<file path="src/rtl/hpdmc_pkg.sv">
// rtl/hpdmc_pkg.sv - shared constants and state encoding for the SDRAM bank manager
package hpdmc_pkg;

  localparam int NBANKS        = 4;
  localparam int ROW_W_DEFAULT = 13;

  typedef enum logic [2:0] {
    IDLE,
    PRE,
    TRP,
    ACT,
    TRCD,
    PALL,
    TRPALL,
    REFOK
  } state_t;

endpackage

</file>
<file path="src/rtl/hpdmc_delaycnt.sv">
// rtl/hpdmc_delaycnt.sv - loadable down-counter shared by the tRP/tRCD waits
// done is high while the remaining count is 0 or 1, so a load of N gives max(N,1) wait cycles.
module hpdmc_delaycnt #(
  parameter int TIM_W = 3
) (
  input  logic             clk,
  input  logic             rst,
  input  logic             load,
  input  logic [TIM_W-1:0] value,
  output logic             done
);

  logic [TIM_W-1:0] cnt;

  always_ff @(posedge clk or posedge rst) begin
    if (rst) begin
      cnt <= '0;
    end else if (load) begin
      cnt <= value;
    end else if (cnt != '0) begin
      cnt <= cnt - TIM_W'(1);
    end
  end

  assign done = (cnt <= TIM_W'(1));

endmodule

</file>
<file path="src/rtl/hpdmc_bankmgr.sv">
// rtl/hpdmc_bankmgr.sv - per-bank open-row tracking and PRECHARGE/ACTIVATE/PRECHARGE-ALL issue
// Commands are held until cmd_ack; the target bank/row are latched when a request leaves IDLE.
module hpdmc_bankmgr
  import hpdmc_pkg::*;
#(
  parameter int ROW_W = ROW_W_DEFAULT,
  parameter int TIM_W = 3
) (
  input  logic             sys_clk,
  input  logic             sdram_rst,
  input  logic [TIM_W-1:0] tim_rp,
  input  logic [TIM_W-1:0] tim_rcd,
  input  logic             req_valid,
  input  logic [1:0]       req_bank,
  input  logic [ROW_W-1:0] req_row,
  output logic             req_ready,
  input  logic [3:0]       precharge_safe,
  output logic             cmd_pre,
  output logic             cmd_act,
  output logic             cmd_pall,
  output logic [1:0]       cmd_bank,
  output logic [ROW_W-1:0] cmd_row,
  input  logic             cmd_ack,
  input  logic             refresh_req,
  output logic             refresh_ready
);

  state_t            state;
  logic [NBANKS-1:0] bank_open;
  logic [ROW_W-1:0]  row_tab [NBANKS];

  logic             hit;
  logic             pre_fire;
  logic             act_fire;
  logic             pall_fire;
  logic             cnt_load;
  logic [TIM_W-1:0] cnt_value;
  logic             cnt_done;

  assign hit       = bank_open[req_bank] && (row_tab[req_bank] == req_row);
  assign pre_fire  = (state == PRE) && precharge_safe[cmd_bank] && cmd_ack;
  assign act_fire  = (state == ACT) && cmd_ack;
  assign pall_fire = (state == PALL) && (&precharge_safe) && cmd_ack;

  // The ACT exit loads tRCD; both precharge exits load tRP.
  assign cnt_load  = pre_fire || act_fire || pall_fire;
  assign cnt_value = (state == ACT) ? tim_rcd : tim_rp;

  hpdmc_delaycnt #(
    .TIM_W(TIM_W)
  ) u_delaycnt (
    .clk  (sys_clk),
    .rst  (sdram_rst),
    .load (cnt_load),
    .value(cnt_value),
    .done (cnt_done)
  );

  assign req_ready     = (state == IDLE) && req_valid && hit && !refresh_req;
  assign cmd_pre       = (state == PRE) && precharge_safe[cmd_bank];
  assign cmd_act       = (state == ACT);
  assign cmd_pall      = (state == PALL) && (&precharge_safe);
  assign refresh_ready = (state == REFOK);

  always_ff @(posedge sys_clk or posedge sdram_rst) begin
    if (sdram_rst) begin
      state     <= IDLE;
      bank_open <= '0;
      cmd_bank  <= '0;
      cmd_row   <= '0;
      for (int i = 0; i < NBANKS; i++) begin
        row_tab[i] <= '0;
      end
    end else begin
      case (state)
        IDLE: begin
          if (refresh_req) begin
            state <= PALL;
          end else if (req_valid && !hit) begin
            cmd_bank <= req_bank;
            cmd_row  <= req_row;
            state    <= bank_open[req_bank] ? PRE : ACT;
          end
        end
        PRE: begin
          if (pre_fire) begin
            bank_open[cmd_bank] <= 1'b0;
            state               <= TRP;
          end
        end
        TRP: begin
          if (cnt_done) state <= ACT;
        end
        ACT: begin
          if (act_fire) begin
            bank_open[cmd_bank] <= 1'b1;
            row_tab[cmd_bank]   <= cmd_row;
            state               <= TRCD;
          end
        end
        TRCD: begin
          if (cnt_done) state <= IDLE;
        end
        PALL: begin
          if (pall_fire) begin
            bank_open <= '0;
            state     <= TRPALL;
          end
        end
        TRPALL: begin
          if (cnt_done) state <= REFOK;
        end
        REFOK: begin
          if (!refresh_req) state <= IDLE;
        end
        default: state <= IDLE;
      endcase
    end
  end

endmodule
</file>
<file path="config.mk">
export PLATFORM = sky130hd
export DESIGN_NAME = hpdmc_bankmgr
export DESIGN_NICKNAME = d
export VERILOG_FILES = /design/src/rtl/hpdmc_pkg.sv /design/src/rtl/hpdmc_delaycnt.sv /design/src/rtl/hpdmc_bankmgr.sv
export SDC_FILE = /design/constraint.sdc
export NUM_CORES = 1
export LEC_CHECK = 0
export CORE_MARGIN = 4
export CORE_UTILIZATION = 55
export DETAILED_ROUTE_END_ITERATION = 10
export PLACE_DENSITY = 0.8
export SETUP_SLACK_MARGIN = 0.05
export SLEW_MARGIN = 20
export SYNTH_ARGS = -nofsm -noshare
export SYNTH_HDL_FRONTEND = slang
export SYNTH_HIERARCHICAL = 1
export SYNTH_SLANG_ARGS = --single-unit
</file>
<file path="constraint.sdc">
create_clock -name sys_clk -period 3.8 [get_ports sys_clk]
set_input_delay 0.57 -clock sys_clk [delete_from_list [all_inputs] [get_ports sys_clk]]
set_output_delay 0.57 -clock sys_clk [all_outputs]
set_load 0.02 [all_outputs]
</file>
==> results of run 1 <==
[final timing paths]
check / end / slack [ps]
worst max register to register: row_tab[29]$_DFFE_PP0P_ / 1280
max in group asynchronous: row_tab[26]$_DFFE_PP0P_ / 2340
min in group sys_clk: row_tab[40]$_DFFE_PP0P_ / 490
worst min-delay path: u_delaycnt/cnt[0]$_DFFE_PP0P_ / 430
worst max-delay path: req_ready / 210
worst min register to register: row_tab[40]$_DFFE_PP0P_ / 490
[timing repair]
item / CTS / global route
buffers inserted: 0 / 0
endpoints found under the setup margin: 1 / 0
resized for setup: 1 / 0
[area by class of cell]
class / instances / area share [%]
clock buffer: 13 / 3.041
timing repair buffer: 64 / 12.80
sequential: 77 / 39.36
inverter: 23 / 1.763
clock inverter: 2 / 0.2044
multi-input combinational: 254 / 40.30
tap: 99 / 2.530
[flip-flops by register name, summed over array words and instances (netlist names)]
register        cells
state               3
cmd_row            13
cmd_bank            2
row_tab            52
bank_open           4
u_delaycnt/cnt      3
[through the flow]
stage	hold slack, ps	TNS [ps]
finish	429.8	0
global route	459.6	0
CTS	419.2	0
detailed placement	478.4	-79.11
global placement	464.8	-44.07
floorplan	323.6	0
[routing by layer]
metal,share of wire [%],vias to the layer above
li1,-,1452
met1,42,1558
met2,49,158
met3,7.3,19
met4,1.8,0
met5,0,-
[cell usage in the layout, fill, tap and decap left out, types with 4 or more instances in the layout]
master,synthesis,final
dfrtp_1,77,77
nor2b_1,4,4
mux2_2,44,44
xor2_1,13,13
o21ai_0,21,21
nand4_1,15,15
mux4_2,14,14
clkdlybuf4s50_1,0,48
inv_1,23,22
o211ai_1,15,15
nor3_1,16,16
nor2_1,11,11
nand2_1,53,53
clkbuf_8,0,10
buf_4,1,13
a21oi_1,7,7
[cells by family after synthesis]
| logic type | Yosys count | synth area share, % |
|---|---|---|
| muxes | 60 | 20.18 |
| and+or+nand+nor | 119 | 14.77 |
| DFF | 77 | 46.79 |
| xor gates and xnor gates | 14 | 2.978 |
| adders and majority gates | 3 | 0.9117 |
| buffers and inverters | 48 | 5.287 |
| AOI/OAI and AO/OA | 58 | 9.086 |
[power by group through the flow]
stage	logic, W	registers, W	clock network, W
after floorplan	0.000890	0.00139	0
after global placement	0.00125	0.00143	0
after detailed placement	0.00130	0.00145	0
after CTS	0.00131	0.00144	0.000551
after global routing	0.00142	0.00149	0.000590
final	0.00131	0.00145	0.000542
==> qor.csv, run 1 <==
metric,value,unit
met1 Use GR,32.07,%
met2 usage,39.83,%
Sink Count,77,
Main synth FF type,dfrtp_1,
crit path DAT,3020,ps
CTS tree,done,
RSZ-0062 raised after global routing,no,
initial antenna violation count,0,
drt total wl,10150,um
TritonCTS Buffers,9,
Synth cell types,43,
sequential share of power,44.0,%
Final Max Slew Viols,0,
relative slew slack,30.83,%
"Cell Chain, Critical Path",clkdlybuf4s50_1 -> buf_12 -> buf_4 -> mux4_2 -> xor2_1 -> nor4_4 -> and4_1 -> and2_1 -> dlygate4sd2_1,
Syn Nets,412,
Antenna Nets Post-Route,0,
Initial Utilization,56.77,%
vias in the first global route,3201,
Hold Crit Class,in -> async,
RePlAce Congestion,0.8057,
drt initial violations,277,
CTS Hold Bufs,0,
Crit Path Max Fanout,13,
Bufs on Longest Clock Path,2,
outcome,"finished, final reports clean",
Worst setup SP type,primary input,
routed len/inst,19.08,um
clock share of power,16.5,%
FMAX,278.6,MHz
Post-synth EDFFs,0,
placed inst area,4738,um^2
die height,94.53,um
Final Skew,10.39,ps
async set or reset register ratio after synthesis,100.0,%
Final Hold Violating Endpoints,0,
cell taking the most area after synthesis,dfrtp_1,
first-pass GRT wire length,16400,um
Syn-to-layout area delta,18.90,%
maximum vdd drop,0.3463,mV
Final WS setup,210.0,ps
Filler Cell Count,558,
Worst EP required,3230,ps
final core occ,67.50,%
core area,7253,um^2
NetSw,0.001263,W
clk_lat worst skew,350,ps
"CTS clk-pin slew, worst paths",80,ps
vias,3187,
placed cell count,517,
register area share after synthesis,46.79,%
top-count cell post-synth,dfrtp_1,
DRC Markers,0,
IO Port Bufs,49,
TritonRoute pass-1 iters,5,
switch share,38.33,%
most frequent cells after synthesis,"dfrtp_1 (77), nand2_1 (53), mux2_2 (44), inv_1 (23), o21ai_0 (21)",
Internal,0.002033,W
largest net degree at the start of global routing,75,
"flops & latches, synth",77,
multi-input logic area,1973,um^2
# rows,31,
Horiz. Die Dim,94.53,um
share of post-route cells with drive strength above 1,20.79,%
top cell type's share of synthesized area,46.79,%
final setup fails,0,
layer with the highest usage,met2,
top-level I/O count,50,
Worst path depth,9,
Max-cap violations,0,
"delay-heaviest family, CP",buffers and inverters,
drt via density,5.991,
Synth Area per Inst,10.86,um^2
dpl ws,-79.11,ps
Critical Path Sink Type,primary output,
Final Instance Area,4896,um^2
crit share post-route,94.47,%
reg2reg path depth,5,
Power Density,673.2,nW/um^2
clock root buffer master,clkbuf_8,
Pleak,2.164,nW
"Buf+Inv Stages, Crit Path",4,
Final Critical Period,3590,ps
critical setup path kind,in -> out,
gr usage total,24.10,%
worst stage delay on the critical path,510,ps
Mapped Cells,379,
Tot Pwr,0.003296,W
Mapped Area,4118,um^2
ranking of synthesized cells by area,"dfrtp_1 (47%), mux2_2 (12%), mux4_2 (7.7%)",
synth warn,6,
slowest CP cell,mux4_2,
Comb power frac,39.6,%
register area,1927,um^2
"Net count, final",462,
die area,8935,um^2
worst reg2reg path startpoint,state[2]$_DFFE_PP0P_,
crit path launch,req_bank[0],
H-tree Lvls,3,
GRT overflow,0,
n_diodes,0,
met3 Track Usage GR,4.382,%
Layout Cells excl Fill,532,
hpwl dp,6571,um
Slew @ Worst Pin,1035,ps
(Power assumes the default switching activity.)
==> inputs of run 2 (changes only) <==
CORE_MARGIN = unset   (was 4)
==> qor.csv, run 2 (same netlist as run 1, synthesis figures left out) <==
metric,value,unit
TritonCTS Buffers,9,
"commonest non-fill, non-tap cells in the layout","dfrtp_1 (77), nand2_1 (53), clkdlybuf4s50_1 (48), mux2_2 (44), inv_1 (22)",
Pleak,2.187,nW
Final Critical Period,3525,ps
Hold Crit Class,in -> async,
clock root buffer master,clkbuf_8,
RePlAce Congestion,0.8076,
IO Port Bufs,49,
Final WS setup,275.0,ps
Bufs on Longest Clock Path,2,
Final Hold Violating Endpoints,0,
CTS tree,done,
Antenna Nets Post-Route,0,
"commonest non-fill, non-tap cell in the layout",dfrtp_1,
hpwl dp,6296,um
top-level I/O count,50,
drt initial violations,198,
crit path DAT,2950,ps
vias in the first global route,3206,
Slew @ Worst Pin,1000,ps
Worst EP required,3230,ps
Worst setup SP type,primary input,
Critical Path Sink Type,primary output,
share of post-route cells with drive strength above 1,21.84,%
"Cell Chain, Critical Path",clkdlybuf4s50_1 -> buf_4 -> buf_4 -> mux4_2 -> xor2_1 -> nor4_4 -> and4_1 -> and2_1 -> dlygate4sd2_1,
met3 routed WL,691,um
Horiz. Die Dim,88.53,um
Tot Pwr,0.003408,W
largest net degree at the start of global routing,75,
DR top layer,met4,
"Net count, final",464,
Final Instance Area,4952,um^2
drt total wl,9589,um
gr usage total,27.23,%
dpl ws,-12.73,ps
first-pass GRT wire length,15750,um
RSZ-0062 raised after global routing,no,
die area,7837,um^2
"CTS clk-pin slew, worst paths",80,ps
outcome,"finished, final reports clean",
H-tree Lvls,3,
final setup fails,0,
TritonRoute pass-1 iters,4,
Syn-to-layout area delta,20.27,%
FMAX,283.7,MHz
die height,88.53,um
minimum hold slack,438.3,ps
met2 WL,4697,um
Max-cap violations,0,
DRC Markers,0,
maximum vdd drop,0.3464,mV
Power Density,688.2,nW/um^2
Initial Utilization,56.77,%
slowest CP cell,mux4_2,
routed len/inst,17.96,um
number of flip-flops in the largest register,52,
n_diodes,0,
final core occ,68.28,%
Final Max Slew Viols,0,
Most common cell on crit path,buf_4,
initial antenna violation count,0,
GRT overflow,0,
vias,3187,
placed inst area,4741,um^2
drt via density,5.968,
Largest regs,"row_tab: 52 flops, cmd_row: 13 flops, bank_open: 4 flops",
WL met1,4101,um
# rows,31,
CTS Hold Bufs,0,
Crit Path Max Fanout,7,
worst stage delay on the critical path,500,ps
crit share post-route,92.76,%
"Most flops, register",row_tab,
core area,7253,um^2
Sink Count,77,
relative slew slack,33.14,%
clk_lat worst skew,350,ps
critical setup path kind,in -> out,
Final Skew,10.32,ps
[run 2: layout make-up]
| class | instances | area, um^2 |
|---|---|---|
| fillers | 528 | 2301 |
| multi-input cells | 254 | 1973 |
| flip-flops and latches | 77 | 1927 |
| repair buffers | 66 | 629.4 |
| clock buffers | 9 | 123.9 |
| well taps | 99 | 123.9 |
| clock inverters | 6 | 88.84 |
| inverters | 23 | 86.33 |
[run 2: final timing paths]
| check | start | depth (start not counted) | slack, ps | endpoint |
|---|---|---|---|---|
| max in group asynchronous | sdram_rst | 3 | 2320 | row_tab[23]$_DFFE_PP0P_ |
| hold / removal | sdram_rst | 2 | 440 | u_delaycnt/cnt[0]$_DFFE_PP0P_ |
| hold reg to reg | row_tab[43]$_DFFE_PP0P_ | 2 | 490 | row_tab[43]$_DFFE_PP0P_ |
| setup reg to reg | state[2]$_DFFE_PP0P_ | 3 | 1500 | row_tab[48]$_DFFE_PP0P_ |
| min in group sys_clk | row_tab[43]$_DFFE_PP0P_ | 2 | 490 | row_tab[43]$_DFFE_PP0P_ |
| setup / recovery | req_bank[0] | 9 | 280 | req_ready |
[run 2: critical path: cells and delay by family]
kind | cells | cell delay (ps)
buf+inv | 4 | 1160
xor+xnor | 1 | 180
mux | 1 | 500
simple gates | 3 | 530
[run 2: per-stage QoR]
stage          std cells  TNS [ps]
2_1_floorplan        379         0
3_3_place_gp         519    -15.08
3_5_place_dp         519    -12.73
4_1_cts              534         0
5_1_grt              534         0
6_report             534         0
[run 2: power breakdown]
group / switching [W] / internal [W] / total (W)
combinational: 0.000636 / 0.000660 / 0.00130
clock: 0.000307 / 0.000366 / 0.000673
sequential: 0.000317 / 0.00112 / 0.00144
total: 0.00126 / 0.00215 / 0.00341
[run 2: what timing repair did]
action | 4_1_cts | 5_1_grt
setup buffers | 0 | 0
setup endpoints to repair | 1 | 0
resized for setup | 1 | 0
[run 2: per-layer routing]
metal / global-route usage (%) / vias up
met1: 34.96 / 1587
met4: 11.14 / 0
met5: 0 / -
li1: - / 1461
met2: 45.03 / 128
met3: 5.970 / 11
